`config.mk`:
```
export PLATFORM = sky130hd
export DESIGN_NAME = keypad_scanner_flat
export DESIGN_NICKNAME = d
export VERILOG_FILES = /design/src/rtl/calc_pkg.sv /design/src/rtl/keypad_scanner_if.sv /design/src/rtl/keypad_scanner_row_sync.sv /design/src/rtl/keypad_scanner.sv /design/src/flat_wrapper.sv
export SDC_FILE = /design/constraint.sdc
export NUM_CORES = 1
export LEC_CHECK = 0
export ABC_AREA = 1
export BUFFER_PORTS_ARGS = -buffer_cell sky130_fd_sc_hd__buf_2
export CORE_ASPECT_RATIO = 0.6
export CORE_UTILIZATION = 53
export DETAILED_ROUTE_END_ITERATION = 7
export PLACE_DENSITY = 0.77
export SYNTH_ARGS = -nofsm -noshare
export SYNTH_HDL_FRONTEND = slang
export SYNTH_SLANG_ARGS = --single-unit
```
`constraint.sdc`:
```
create_clock -name clk -period 1.45 [get_ports clk]
set_input_delay 0.145 -clock clk [delete_from_list [all_inputs] [get_ports clk]]
set_output_delay 0.145 -clock clk [all_outputs]
set_load 0.02 [all_outputs]
```
`src/rtl/calc_pkg.sv`:
```
// Shared definitions for the keypad front end of the calculator:
// key-code constants, scanner state encoding and keypad helpers.
package calc_pkg;

  localparam logic [3:0] KEY_ADD   = 4'd10;
  localparam logic [3:0] KEY_SUB   = 4'd11;
  localparam logic [3:0] KEY_MUL   = 4'd12;
  localparam logic [3:0] KEY_NONE  = 4'd14;
  localparam logic [3:0] KEY_CLEAR = 4'd15;

  typedef enum logic [1:0] {
    SCAN      = 2'd0,
    DEB_PRESS = 2'd1,
    EMIT      = 2'd2,
    WAIT_REL  = 2'd3
  } scan_state_e;

  // Physical key position (row, col) to calculator key code.
  // Unused pad positions map to KEY_NONE and are never emitted.
  function automatic logic [3:0] keymap(input logic [1:0] row, input logic [1:0] col);
    logic [3:0] code;
    case ({row, col})
      4'd0:    code = 4'd1;
      4'd1:    code = 4'd2;
      4'd2:    code = 4'd3;
      4'd3:    code = KEY_ADD;
      4'd4:    code = 4'd4;
      4'd5:    code = 4'd5;
      4'd6:    code = 4'd6;
      4'd7:    code = KEY_SUB;
      4'd8:    code = 4'd7;
      4'd9:    code = 4'd8;
      4'd10:   code = 4'd9;
      4'd11:   code = KEY_MUL;
      4'd12:   code = KEY_CLEAR;
      4'd13:   code = 4'd0;
      default: code = KEY_NONE;
    endcase
    return code;
  endfunction

  // Index of the lowest-numbered active-low row; 0 when none is low.
  function automatic logic [1:0] lowest_low(input logic [3:0] rows);
    logic [1:0] idx;
    if (!rows[0]) begin
      idx = 2'd0;
    end else if (!rows[1]) begin
      idx = 2'd1;
    end else if (!rows[2]) begin
      idx = 2'd2;
    end else if (!rows[3]) begin
      idx = 2'd3;
    end else begin
      idx = 2'd0;
    end
    return idx;
  endfunction

  // One-hot active-low column drive pattern for a column index.
  function automatic logic [3:0] col_drive(input logic [1:0] idx);
    return ~(4'b0001 << idx);
  endfunction

endpackage

```
`src/rtl/keypad_scanner_if.sv`:
```
// Keypad pin bundle plus the key-code output toward the calculator FSM.
// master = scanner side, slave = keypad/consumer side.
interface keypad_scanner_if;
  logic [3:0] row_n;
  logic [3:0] col_n;
  logic [3:0] key;
  logic       key_valid;

  modport master (
    input  row_n,
    output col_n,
    output key,
    output key_valid
  );

  modport slave (
    output row_n,
    input  col_n,
    input  key,
    input  key_valid
  );
endinterface

```
`src/rtl/keypad_scanner_row_sync.sv`:
```
// Generic N-bit two-flop synchroniser with a configurable reset value.
module row_sync #(
  parameter int          N       = 4,
  parameter logic [N-1:0] RST_VAL = '1
) (
  input  logic         clk,
  input  logic         rst,
  input  logic [N-1:0] d,
  output logic [N-1:0] q
);

  logic [N-1:0] meta_d, meta_q;
  logic [N-1:0] sync_d, sync_q;

  // Next-state of the two synchroniser stages.
  always_comb begin
    meta_d = d;
    sync_d = meta_q;
  end

  // Synchroniser flops with synchronous reset to the idle pattern.
  always_ff @(posedge clk) begin
    if (rst) begin
      meta_q <= RST_VAL;
      sync_q <= RST_VAL;
    end else begin
      meta_q <= meta_d;
      sync_q <= sync_d;
    end
  end

  assign q = sync_q;

endmodule

```
`src/rtl/keypad_scanner.sv`:
```
// 4x4 active-low matrix keypad scanner: column scan, press/release
// debounce and single-cycle key-code emission for the calculator FSM.
module keypad_scanner
  import calc_pkg::*;
#(
  parameter int SCAN_DIV = 1000,
  parameter int DEBOUNCE = 20000
) (
  input  logic              clk,
  input  logic              rst,
  keypad_scanner_if.master  kp
);

  localparam int MAX_CNT = (SCAN_DIV > DEBOUNCE) ? SCAN_DIV : DEBOUNCE;
  localparam int CW      = $clog2(MAX_CNT);
  localparam logic [CW-1:0] SCAN_LAST = CW'(SCAN_DIV - 1);
  localparam logic [CW-1:0] DEB_LAST  = CW'(DEBOUNCE - 1);
  localparam logic [CW-1:0] CNT_ONE   = CW'(1);
  localparam logic [CW-1:0] CNT_ZERO  = CW'(0);

  logic [3:0]  rows_s;
  logic        row_bit_s;
  logic [3:0]  emit_code_s;

  scan_state_e state_d, state_q;
  logic [CW-1:0] cnt_d, cnt_q;
  logic [1:0]  col_idx_d, col_idx_q;
  logic [1:0]  row_idx_d, row_idx_q;
  logic [3:0]  col_n_d, col_n_q;
  logic [3:0]  key_d, key_q;
  logic        key_valid_d, key_valid_q;

  row_sync #(
    .N       (4),
    .RST_VAL (4'hF)
  ) u_row_sync (
    .clk (clk),
    .rst (rst),
    .d   (kp.row_n),
    .q   (rows_s)
  );

  assign row_bit_s   = rows_s[row_idx_q];
  assign emit_code_s = keymap(row_idx_q, col_idx_q);

  // Scan / debounce / emit sequencing and registered output next-state.
  always_comb begin
    state_d     = state_q;
    cnt_d       = cnt_q;
    col_idx_d   = col_idx_q;
    row_idx_d   = row_idx_q;
    col_n_d     = col_n_q;
    key_d       = KEY_NONE;
    key_valid_d = 1'b0;
    case (state_q)
      SCAN: begin
        if (cnt_q == SCAN_LAST) begin
          cnt_d = CNT_ZERO;
          if (rows_s != 4'hF) begin
            // Freeze on this column; remember which row went low.
            row_idx_d = lowest_low(rows_s);
            state_d   = DEB_PRESS;
          end else begin
            col_idx_d = col_idx_q + 2'd1;
            col_n_d   = col_drive(col_idx_q + 2'd1);
          end
        end else begin
          cnt_d = cnt_q + CNT_ONE;
        end
      end
      DEB_PRESS: begin
        if (!row_bit_s) begin
          if (cnt_q == DEB_LAST) begin
            cnt_d   = CNT_ZERO;
            state_d = EMIT;
          end else begin
            cnt_d = cnt_q + CNT_ONE;
          end
        end else begin
          // Glitch: resume scanning the same column from a fresh dwell.
          cnt_d   = CNT_ZERO;
          state_d = SCAN;
        end
      end
      EMIT: begin
        if (emit_code_s != KEY_NONE) begin
          key_d       = emit_code_s;
          key_valid_d = 1'b1;
        end else begin
          key_d       = KEY_NONE;
          key_valid_d = 1'b0;
        end
        cnt_d   = CNT_ZERO;
        state_d = WAIT_REL;
      end
      WAIT_REL: begin
        if (row_bit_s) begin
          if (cnt_q == DEB_LAST) begin
            cnt_d     = CNT_ZERO;
            col_idx_d = col_idx_q + 2'd1;
            col_n_d   = col_drive(col_idx_q + 2'd1);
            state_d   = SCAN;
          end else begin
            cnt_d = cnt_q + CNT_ONE;
          end
        end else begin
          // Any low sample restarts the release window (bounce).
          cnt_d = CNT_ZERO;
        end
      end
      default: begin
        cnt_d   = CNT_ZERO;
        state_d = SCAN;
      end
    endcase
  end

  // State, counters and registered outputs with synchronous reset.
  always_ff @(posedge clk) begin
    if (rst) begin
      state_q     <= SCAN;
      cnt_q       <= CNT_ZERO;
      col_idx_q   <= 2'd0;
      row_idx_q   <= 2'd0;
      col_n_q     <= 4'b1110;
      key_q       <= KEY_NONE;
      key_valid_q <= 1'b0;
    end else begin
      state_q     <= state_d;
      cnt_q       <= cnt_d;
      col_idx_q   <= col_idx_d;
      row_idx_q   <= row_idx_d;
      col_n_q     <= col_n_d;
      key_q       <= key_d;
      key_valid_q <= key_valid_d;
    end
  end

  assign kp.col_n     = col_n_q;
  assign kp.key       = key_q;
  assign kp.key_valid = key_valid_q;

endmodule

```
`src/flat_wrapper.sv`:
```
// flat-port wrapper written by rule: the top's interface ports become plain ports
module keypad_scanner_flat import calc_pkg::*;
#(
  parameter int SCAN_DIV = 1000,
  parameter int DEBOUNCE = 20000
)
  (clk, rst, kp_row_n, kp_col_n, kp_key, kp_key_valid);
  keypad_scanner_if kp_i ();
  input  logic clk;
  input  logic rst;
  input wire logic [$bits(kp_i.row_n)-1:0] kp_row_n;
  output wire logic [$bits(kp_i.col_n)-1:0] kp_col_n;
  output wire logic [$bits(kp_i.key)-1:0] kp_key;
  output wire logic [$bits(kp_i.key_valid)-1:0] kp_key_valid;
  assign kp_i.row_n = kp_row_n;
  assign kp_col_n = kp_i.col_n;
  assign kp_key = kp_i.key;
  assign kp_key_valid = kp_i.key_valid;
  keypad_scanner #(.SCAN_DIV(SCAN_DIV), .DEBOUNCE(DEBOUNCE)) u_core (.clk(clk), .rst(rst), .kp(kp_i));
endmodule
```
Word level (Yosys, flattened, before mapping):

Memory sizes are Yosys's and may differ from the RTL's.
Index checks and enable logic that the tools add are counted.

* $add $sub $neg: 2
* $mul: 0
* div/mod/pow operators: 0
* $lt $le $gt $ge: 1
* equal/unequal tests: 13
* shift-type cells: 1
* muxes and demuxes: 29
* bitwise logic cells: 3
* reduce and logical (&&, ||, !) cells: 7

Operators with widths (number)
* two-way mux 15 bit: 4
* case mux 15 bit (4 select lines): 1
* two-way mux 2 bit: 14
* two-way mux 4 bit: 4
* adder 15 x 1 -> 15 bit, second input constant: 1
* equality test 15 x 10 -> 1 bit, second input constant: 1
* equality test 15 bit, second input constant: 1
* AND reduction 5 bit: 2
* inequality test 2 x 1 -> 1 bit, second input constant: 4
* inequality test 4 bit, second input constant: 2
* case mux 2 bit (4 select lines): 1
* case mux 4 bit (2 select lines): 1
* equality test 2 bit, second input constant: 2
* NOT 4 bit: 1
* case mux 2 bit (2 select lines): 1
* << shifter 1 x 2 -> 4 bit, first input constant: 1
* less-than comparator 2 x 3 -> 1 bit, second input constant: 1
* inequality test 3 x 1 -> 1 bit, second input constant: 1
* AND reduction 3 bit: 1
* OR reduction 3 bit: 1
* adder 2 x 1 -> 2 bit, second input constant: 1
* binary-select mux 1 bit (select 2 bit): 1
* equality test 2 x 1 -> 1 bit, second input constant: 1
* zero test 2 bit: 1
* other kinds (5): 7

* flip-flop bits (word level): 38
* bits in latches: 0
* memory bits (writable): 0
* memory bits (read-only): 64
* input port bits: 6
* output and inout port bits: 9
* word-level logic and storage cells: 66
* memories kept: 1

Memories
* (name not given): depth 16, width 4, rd ports 1, clocked after memory_dff 0, wr ports 0, RTL line calc_pkg.sv:22 `case ({row, col})`

Logic depth before layout (Yosys ltp):

Gate-level depths: netlist of the first run.

* depth after elaboration: 6
* mapped depth: 12
* gate-level depth less buffers: 12

Hierarchy:

From an unflattened synthesis of the first run, not the netlist that was laid out.

* cells, all modules: 268
* area, all modules: 1878.1 um^2

Modules (own cells, without submodules)
* keypad_scanner: instances 1, cells each 243, area each 1654.1 um^2
* row_sync: instances 1, cells each 25, area each 224.0 um^2

Worst setup path before layout of the first run:

OpenSTA, ideal clock, no wires.

* path kind: reg-to-reg
* start point: register u_core.col_idx_q[0]
* end point: register u_core.key_q[0] (netlist: u_core.kp.key[0])
* arrival: 1.475 ns
* slack: -0.154 ns
* stages on the path, launching flop included: 9
* path buffers: 0
* clock period less this slack: 1.604 ns
* path through: dfxtp_1 inv_1 ha_1 or2_2 nand2_1 o21ai_0 nor2_1 nand3_1 nor3b_1

* cells in the longest elaborated chain, start to end: 4

RTL lines
* start: declaration: RTL line keypad_scanner.sv:27 `logic [1:0] col_idx_d, col_idx_q;`
* start signal: assignment: RTL line keypad_scanner.sv:131 `col_idx_q <= col_idx_d;`
* memory read (16 x 4 bit) *
* inequality test 4 bit: RTL line keypad_scanner.sv:86 `if (emit_code_s != KEY_NONE) begin`
* NOT 1 bit (no source line)
* OR reduction 3 bit (no source line)
* end signal: assignment: RTL line keypad_scanner.sv:134 `key_q <= key_d;`
* end: declaration: RTL line keypad_scanner.sv:30 `logic [3:0] key_d, key_q;`

Every way passes the cells marked *; elsewhere a longest branch is shown, timed or not.
A chain may end at the register's enable or synchronous reset.

Worst setup path after layout of the first run:

* start point: register u_core.cnt_q[0]
* end point: register u_core.col_n_q[1] (netlist: u_core.kp.col_n[1])

* cells in the longest elaborated chain, start to end: 3
* elaborated cells between the ends (all ways): 5

RTL lines
* start: declaration: RTL line keypad_scanner.sv:26 `logic [CW-1:0] cnt_d, cnt_q;`
* start signal: assignment: RTL line keypad_scanner.sv:130 `cnt_q <= cnt_d;`
* equality test 15 bit or equality test 15 x 10 -> 1 bit (tied branches): RTL line keypad_scanner.sv:98, keypad_scanner.sv:57
* inequality test 2 x 1 -> 1 bit (no source line)
* AND reduction 5 bit (no source line) *
* end signal: assignment: RTL line keypad_scanner.sv:133 `col_n_q <= col_n_d;`
* end: declaration: RTL line keypad_scanner.sv:29 `logic [3:0] col_n_d, col_n_q;`

Marked as above.

==> flow_summary.ini, run 1 <==
[status]
outcome = finished, violations left
violations = setup timing

[clock_tree]
htreeDepth = 2
path_clk_slew_ns = 0.08
ctsHoldBuffers = 0
cts_buffer_depth = 2
clk_latency_ns = 0.30
cts_sinks = 38
cts_root_buf = clkbuf_8
cts_tree = done
cts_made_buffers = 5

[place]
gp_congestion = 0.819
place_area_um2 = 2290
place_hpwl_um = 3070
dp_cells = 353
portBuffers = 14

[floorplanning]
ios = 15
coreArea_um2 = 3420
die_x_um = 81.3
num_rows = 16
die-area_um2 = 4040
initial_core_util = 0.585
die_h_um = 49.6

[global_routing]
grt_overflow = 0
grt_pass1_vias = 1716
grt_first_pass_wirelength_um = 7600
grt_max_degree = 15
antenna_found_initial = 0
track_usage = 0.253

[sta]
whs_ns = 0.0293
setup-violations-final = 26
fin_crit_sh = 1.14
rsz0062_at_grt = true
maxSlewViolCount = 0
tightest_slew_ns = 0.535
slew_headroom = 0.639
fin_crit_ns = 1.65
setup_slack_ns = -0.201
fin_skew_ns = 0.00971
fmax_mhz = 606
tns_ns = -2.33
final_hold_viol_count = 0

[logic_synthesis]
yosysSeqAreaShare = 0.380
syn_nets = 288
syn_inst = 274
yosys_warnings = 0
synth-seq-cells = 38
yosysUniqueCellTypes = 30
yosys.area.top_type = dfxtp_1
synth.avg_cell_area_um2 = 7.31
synth_top_area_share = 0.380
synth_area_um2 = 2000
synth_area_leaders = dfxtp_1, nand2_1, nor2_1

[detailed_routing]
dr.pass1.iters = 5
ant_nets = 0
via_per_inst = 5.61
drc = 0
routedWlPerCell_um = 16.2
vias = 2108
routed_wl_um = 6070
drt_iter0_drc = 286

[critical_path]
crit_fanout = 4
required_ns = 1.64
reg2reg_slack_ns = -0.20
worst_setup_path_end_kind = flip-flop
path_class = reg2reg
cp-start-kind = flip-flop
cp.arrival_ns = 1.84

[pwr]
p_leak_nw = 1.22
power_mw = 1.96
powerDensity_nw_per_um2 = 708
ir_worst_vdd_mv = 0.600

[layout]
area_growth_pct = 38.6
layout_common_cells = nand2_1, buf_4, nor2_1, inv_1, dfxtp_1
fin_area_um2 = 2780
drive_gt1_frac = 0.477
final_net_count = 344
antenna_cells = 0
final_common_cell = nand2_1
stdcell_count = 376

[worst_hold_path]
hold_path.class = in2reg

[run]
maxCapViolCount = 0
[per-layer routing]
metal | up-vias | part of all wire | global-route usage
met1 | 962 | 0.42 | 0.345
li1 | 969 | - | -
met4 | 0 | 0.041 | 0.101
met5 | - | 0 | 0
met2 | 143 | 0.43 | 0.374
met3 | 34 | 0.11 | 0.0722
[through the flow]
| step | worst slack, ns | utilization |
|---|---|---|
| 2_1_floorplan | 0.00108 | - |
| 3_5_place_dp | -0.130 | 0.668 |
| 6_report | -0.201 | 0.811 |
| 3_3_place_gp | -0.0541 | 0.668 |
| 5_1_grt | -0.277 | 0.811 |
| 4_1_cts | -0.00813 | 0.735 |
[synth_stat cells (all sizes together)]
library cell and instances:
ha 8, dfxtp 38, or2 10, xor2 6, o21bai 1, xnor2 1, nand3 22, nor3b 1
nand3b 1, a21oi 6, o211ai 2, inv 36, nand2 69, buf 2, nand4 6, a31oi 1
nor2 52, clkbuf 1, nor3 4, o21ai 6, clkinv 1
[critical path, stage by stage (launching register included)]
cell	delay, ns
dfxtp_2	0.35
ha_4	0.17
nand2_4	0.07
inv_2	0.06
nand2_2	0.05
nor2_2	0.10
nand2_1	0.08
nand2_2	0.09
nand2_2	0.08
nor2_4	0.23
nand2_4	0.10
nand2_2	0.09
nand3_2	0.07
[cell families (layout without fill, tap and decap cells)]
family,count (synthesis),in the layout,share of synthesized area
compound gates,16,16,0.0469
xor+xnor,7,7,0.0306
simple gates,165,165,0.406
flops,38,38,0.380
buf+inv,40,97,0.0869
fa+ha+maj,8,8,0.0500
[layout make-up]
| class | instances | area (um^2) |
|---|---|---|
| Tap cell | 45 | 56.3 |
| Multi-Input combinational cell | 196 | 1300 |
| Timing Repair Buffer | 52 | 404 |
| Inverter | 37 | 149 |
| Clock buffer | 7 | 86.3 |
| Clock inverter | 1 | 5.00 |
| Sequential cell | 38 | 777 |
| Fill cell | 176 | 648 |
[state kept, by name (all words and copies together) (netlist names), named ones only]
signal                    flops
u_core.kp.key_valid           1
u_core.kp.key                 4
u_core.u_row_sync.q           4
u_core.kp.col_n               4
u_core.row_idx_q              2
u_core.state_q                1
u_core.col_idx_q              2
u_core.cnt_q                 15
u_core.u_row_sync.meta_q      4
[timing repair]
action | 4_1_cts | 5_1_grt
buffers inserted | 6 | 8
gates resized for setup | 25 | 51
cloned | 0 | 1
endpoints found under the setup margin | 26 | 27
pin swaps | 8 | 31
endpoints found under the hold margin | 0 | 0
[final timing paths]
| kind | cells after the start | from | endpoint |
|---|---|---|---|
| worst min register to register | 1 | u_core.u_row_sync.meta_q[3] | u_core.u_row_sync.q[3] |
| worst min-delay path | 2 | kp_row_n[3] | u_core.u_row_sync.meta_q[3] |
| worst max-delay path | 12 | u_core.cnt_q[0] | u_core.kp.col_n[1] |
| worst max register to register | 12 | u_core.cnt_q[0] | u_core.kp.col_n[1] |
[power breakdown]
| group | switching [mW] | internal [mW] | leakage, nW |
|---|---|---|---|
| combinational | 0.0721 | 0.0543 | 0.862 |
| sequential | 0.0133 | 1.06 | 0.314 |
| clock | 0.381 | 0.384 | 0.0482 |
Power figures use the tool's default switching activity.
==> run 2, diff against run 1 <==
- CORE_UTILIZATION: 53 -> 56
- CTS_BUF_LIST: unset -> sky130_fd_sc_hd__clkbuf_4 sky130_fd_sc_hd__clkbuf_8
- PLACE_DENSITY: 0.77 -> 0.81
==> run 2 against run 1 <==
  * The run still ends with setup timing left
  * Via count down 6.5%
  * First-iteration DRC count down 45%
  * Clock power up 48%
  * Global-route usage up 2.0 points
  * Power up 18%
  * Sequential cell count unchanged
  * Maximum frequency up 6.2%
==> flow_summary.ini, run 2 (synthesis results as in run 1) <==
[status]
outcome = finished, violations left
violations = setup timing

[sta]
fin_crit_ns = 1.55
setup_slack_ns = -0.104
slew_headroom = 0.687
final_hold_viol_count = 0
fmax_mhz = 644
tightest_slew_ns = 0.465
fin_crit_sh = 1.07
rsz0062_at_grt = true
setup-violations-final = 24
whs_ns = 0.0247
fin_skew_ns = 0.00580
maxSlewViolCount = 0

[critical_path]
reg2reg_from = u_core.cnt_q[1]
required_ns = 1.69
worst_setup_path_end_kind = flip-flop
crit_fanout = 3
r2r-end = u_core.cnt_q[14]
cp.arrival_ns = 1.79
crit_buf_inv = 1
cp-start-kind = flip-flop
reg2reg_slack_ns = -0.10
cp_num_cells = 10
cp_slowest_stage_delay_ns = 0.36
startpoint = u_core.cnt_q[1]
path_class = reg2reg
crit_family = simple AND/OR/NAND/NOR gates
reg2reg_depth = 10
cp_slowest_cell = dfxtp_2
worstPathCellList = ha_4, nand2_4, nor2_4, nand2_2, nor2_4, buf_6, nand3_1, nand2_1, nand3_1, nor2_1

[clock_tree]
cts_sinks = 38
clk_latency_ns = 0.30
htreeDepth = 2
cts_made_buffers = 5
ctsHoldBuffers = 0
path_clk_slew_ns = 0.08
cts_tree = done
cts_buffer_depth = 2
cts_root_buf = clkbuf_8

[detailed_routing]
dr.pass1.iters = 4
drc = 0
routed_wl_um = 5290
via_per_inst = 5.33
routedWlPerCell_um = 14.3
vias = 1972
ant_nets = 0
drt_iter0_drc = 158

[layout]
layout_common_cells = nand2_1, inv_1, nor2_1, dfxtp_1, buf_4
final_common_cell = nand2_1
largest_reg_flops = 15
antenna_cells = 0
largest_register = u_core.cnt_q
final_net_count = 338
fin_util = 0.812
drive_gt1_frac = 0.434
area_growth_pct = 34.8
stdcell_count = 370

[floorplanning]
die_x_um = 79.2
die_h_um = 48.3
num_rows = 16
coreArea_um2 = 3320
initial_core_util = 0.602
die-area_um2 = 3830
ios = 15

[global_routing]
antenna_found_initial = 0
grt_first_pass_wirelength_um = 7860
grt_pass1_vias = 1744
track_usage = 0.274
grt_overflow = 0
grt_max_degree = 15

[worst_hold_path]
worstHoldEndpoint = u_core.u_row_sync.meta_q[0]
holdCritStartpoint = kp_row_n[0]
min_path_cells = 2
hold_path.class = in2reg

[pwr]
power_mw = 2.31
p_leak_nw = 1.20
powerDensity_nw_per_um2 = 856
ir_worst_vdd_mv = 0.683

[place]
portBuffers = 14
dp_cells = 352
place_hpwl_um = 3070
gp_congestion = 0.843
dp_slack_ns = -0.134

[run]
maxCapViolCount = 0
## run 2: repair_timing
action / CTS / global route
cloned: 0 / 0
pin swaps: 23 / 15
setup endpoints to repair: 26 / 28
resized for setup: 34 / 24
setup buffers: 4 / 6
## run 2: final cells by class
class	instances	area (um^2)
clock buffers	6	82.6
repair buffers	46	334
clock inverters	2	60.1
well taps	45	56.3
multi-input cells	196	1240
inverters	37	149
fillers	186	626
flip-flops and latches	38	778
## run 2: worst reg2reg max path, delay by kind of cell, from the launching register on
kind | cells | cell delay (ns)
simple gates | 8 | 0.86
buf+inv | 1 | 0.12
fa+ha+maj | 1 | 0.16
flops | 1 | 0.36
## run 2: through the flow
stage / setup TNS [ns] / area [um^2]
final: -1.02 / 2700
after global routing: -3.09 / 2700
after CTS: -0.101 / 2570
after detailed placement: -1.85 / 2280
after global placement: -0.634 / 2280
after floorplan: 0 / 2010
## run 2: routing by layer
layer / part of all wire / track usage / vias up
met4: 0.037 / 0.109 / 0
met1: 0.45 / 0.357 / 891
met3: 0.079 / 0.0943 / 22
met2: 0.44 / 0.415 / 104
met5: 0 / 0 / -
li1: - / - / 955
## run 2: worst max-delay path by stage
| stage | slack, ns | end |
|---|---|---|
| 2_1_floorplan | 0.001 | u_core.kp.col_n[1] |
| 3_3_place_gp | -0.04 | u_core.state_q[0] |
| 3_5_place_dp | -0.13 | u_core.col_idx_q[1] |
| 4_1_cts | -0.02 | u_core.kp.key[0] |
| 5_1_grt | -0.19 | u_core.cnt_q[14] |
| 6_report | -0.10 | u_core.cnt_q[14] |
## run 2: report_power, final
group | total (mW) | switching, mW | leakage [nW] | internal (mW)
sequential | 1.07 | 0.0131 | 0.314 | 1.06
combinational | 0.109 | 0.0622 | 0.814 | 0.0464
clock | 1.13 | 0.396 | 0.0714 | 0.734
total | 2.31 | 0.472 | 1.20 | 1.84
==> run 3, diff against run 2 <==
- GPL_TIMING_DRIVEN: unset -> 0
- REMOVE_ABC_BUFFERS: unset -> 1
- TNS_END_PERCENT: unset -> 1
==> run 3 against run 2 <==
  * The run still ends with setup timing left
  * Clock power is 21% lower
  * Die area stayed put
  * Via count is 11% lower
  * Global-route usage is 4.4 points lower
  * Clock-buffer cell count is 1 lower
  * Cell area is 11% lower
  * Clock skew hardly changed
  * Sequential cell count stayed put
  * Power is 11% lower
  * Largest cell class unchanged
==> flow_summary.ini, run 3 (synthesis results as in run 1) <==
[layout]
fill_cells = 257
seq_area_um2 = 777
drive_gt1_frac = 0.354
largest_reg_flops = 15
area_growth_pct = 20.3
final_common_cell = nand2_1
final_net_count = 315
layout_common_cells = nand2_1, inv_1, nor2_1, dfxtp_1, nand3_1
largest_register = u_core.cnt_q
fin_area_um2 = 2410
antenna_cells = 0
multi_input_area_um2 = 1170

[critical_path]
crit_fanout = 4
reg2reg_depth = 9
required_ns = 1.64
cp-start-kind = flip-flop
worst_setup_path_end_kind = flip-flop
reg2reg_from = u_core.cnt_q[0]
reg2reg_slack_ns = -0.09
r2r-end = u_core.cnt_q[12]
path_class = reg2reg
cp.arrival_ns = 1.73

[worst_hold_path]
hold_path.class = in2reg
min_path_cells = 2
worstHoldEndpoint = u_core.u_row_sync.meta_q[1]
holdCritStartpoint = kp_row_n[1]

[sta]
tightest_slew_ns = 0.383
final_hold_viol_count = 0
fin_crit_sh = 1.06
maxSlewViolCount = 0
fin_skew_ns = 0.00606
setup_slack_ns = -0.0852
slew_headroom = 0.742
rsz0062_at_grt = true
setup-violations-final = 22
fin_crit_ns = 1.54
tns_ns = -1.39
fmax_mhz = 651

[status]
outcome = finished, violations left
violations = setup timing

[clock_tree]
cts_sinks = 38
clk_latency_ns = 0.30
path_clk_slew_ns = 0.08
cts_made_buffers = 5
cts_root_buf = clkbuf_8
ctsHoldBuffers = 0
cts_buffer_depth = 2
htreeDepth = 2
cts_tree = done

[detailed_routing]
ant_nets = 0
routed_wl_um = 4200
dr.pass1.iters = 4
drc = 0
via_per_inst = 5.03
vias = 1746
routedWlPerCell_um = 12.1
drt_iter0_drc = 133

[run]
maxCapViolCount = 0

[global_routing]
track_usage = 0.230
grt_overflow = 0
grt_pass1_vias = 1460
grt_max_degree = 15
antenna_found_initial = 0
grt_first_pass_wirelength_um = 6670

[floorplanning]
die-area_um2 = 3830
initial_core_util = 0.602
die_x_um = 79.2
die_h_um = 48.3
coreArea_um2 = 3320
num_rows = 16
ios = 15

[pwr]
cellInternalPower_mw = 1.61
p_comb_frac = 0.048
power_frac_seq = 0.519
switching_share = 0.221
switchingPower_mw = 0.457
p_leak_nw = 1.07
ir_worst_vdd_mv = 0.759
powerDensity_nw_per_um2 = 856
p_clk_frac = 0.433

[place]
place_area_um2 = 2090
gp_congestion = 0.857
portBuffers = 14
dp_slack_ns = -0.337
place_hpwl_um = 2630
==> run 3: cell count changes in the layout (fill, tap and decap cells not counted), moves of 3 or more <==
cell	previous run	this run
inv_2	3	6
nand3_1	15	18
nor2_4	8	5
ha_4	4	1
nand2_2	18	14
buf_4	28	7
nand2_1	48	52
nand3_2	7	3
nor2_2	14	17
==> run 3: through the flow <==
| step | power, mW | instances | hold slack, ns | util |
|---|---|---|---|---|
| 3_3_place_gp | 1.17 | 330 | 0.327 | 0.630 |
| 5_1_grt | 2.15 | 347 | 0.00929 | 0.725 |
| 4_1_cts | 2.06 | 343 | 0.0191 | 0.694 |
| 2_1_floorplan | 1.15 | 271 | 0.214 | - |
| 3_5_place_dp | 1.17 | 330 | 0.329 | 0.630 |
| 6_report | 2.06 | 347 | 0.0220 | 0.725 |
==> run 3: critical path: stages, from the launching register on <==
cell	delay (ns)
dfxtp_2	0.37
ha_4	0.16
nand2_4	0.06
nor2_2	0.17
nand2_2	0.10
nor2_4	0.18
nand2_2	0.08
nor2_1	0.12
xnor2_1	0.14
nor2_2	0.05
==> run 3: routing by layer <==
layer,wire [um],vias up,track usage
li1,-,905,-
met1,2070,784,0.345
met2,1780,51,0.303
met3,304,6,0.0679
met4,45,0,0.0909
met5,0,-,0
==> run 3: repair_timing <==
item	in CTS	in global routing
setup buffers	5	4
endpoints found under the setup margin	25	28
pin swaps	9	12
resized for setup	26	20
==> run 3: layout make-up <==
cell class | count | area share
Multi-Input combinational cell | 196 | 0.487
Sequential cell | 38 | 0.323
Timing Repair Buffer | 23 | 0.0639
Inverter | 37 | 0.0577
Clock buffer | 5 | 0.0286
Tap cell | 45 | 0.0234
Clock inverter | 3 | 0.0166
==> run 3: worst max-delay path by stage <==
| stage | cells past startpoint | to | from |
|---|---|---|---|
| 2_1_floorplan | 8 | u_core.kp.key[0] | u_core.col_idx_q[0] |
| 3_3_place_gp | 8 | u_core.kp.key[0] | u_core.col_idx_q[0] |
| 3_5_place_dp | 8 | u_core.kp.key[0] | u_core.col_idx_q[0] |
| 4_1_cts | 12 | u_core.kp.col_n[3] | u_core.cnt_q[1] |
| 5_1_grt | 9 | u_core.kp.key[0] | u_core.col_idx_q[0] |
| 6_report | 9 | u_core.cnt_q[12] | u_core.cnt_q[0] |
==> run 3: power groups by stage <==
stage	registers (mW)	logic, mW	clock network, mW
CTS	1.07	0.0882	0.905
floorplan	1.09	0.0572	0
global route	1.07	0.111	0.963
detailed placement	1.09	0.0781	0
finish	1.07	0.0989	0.893
global placement	1.09	0.0768	0
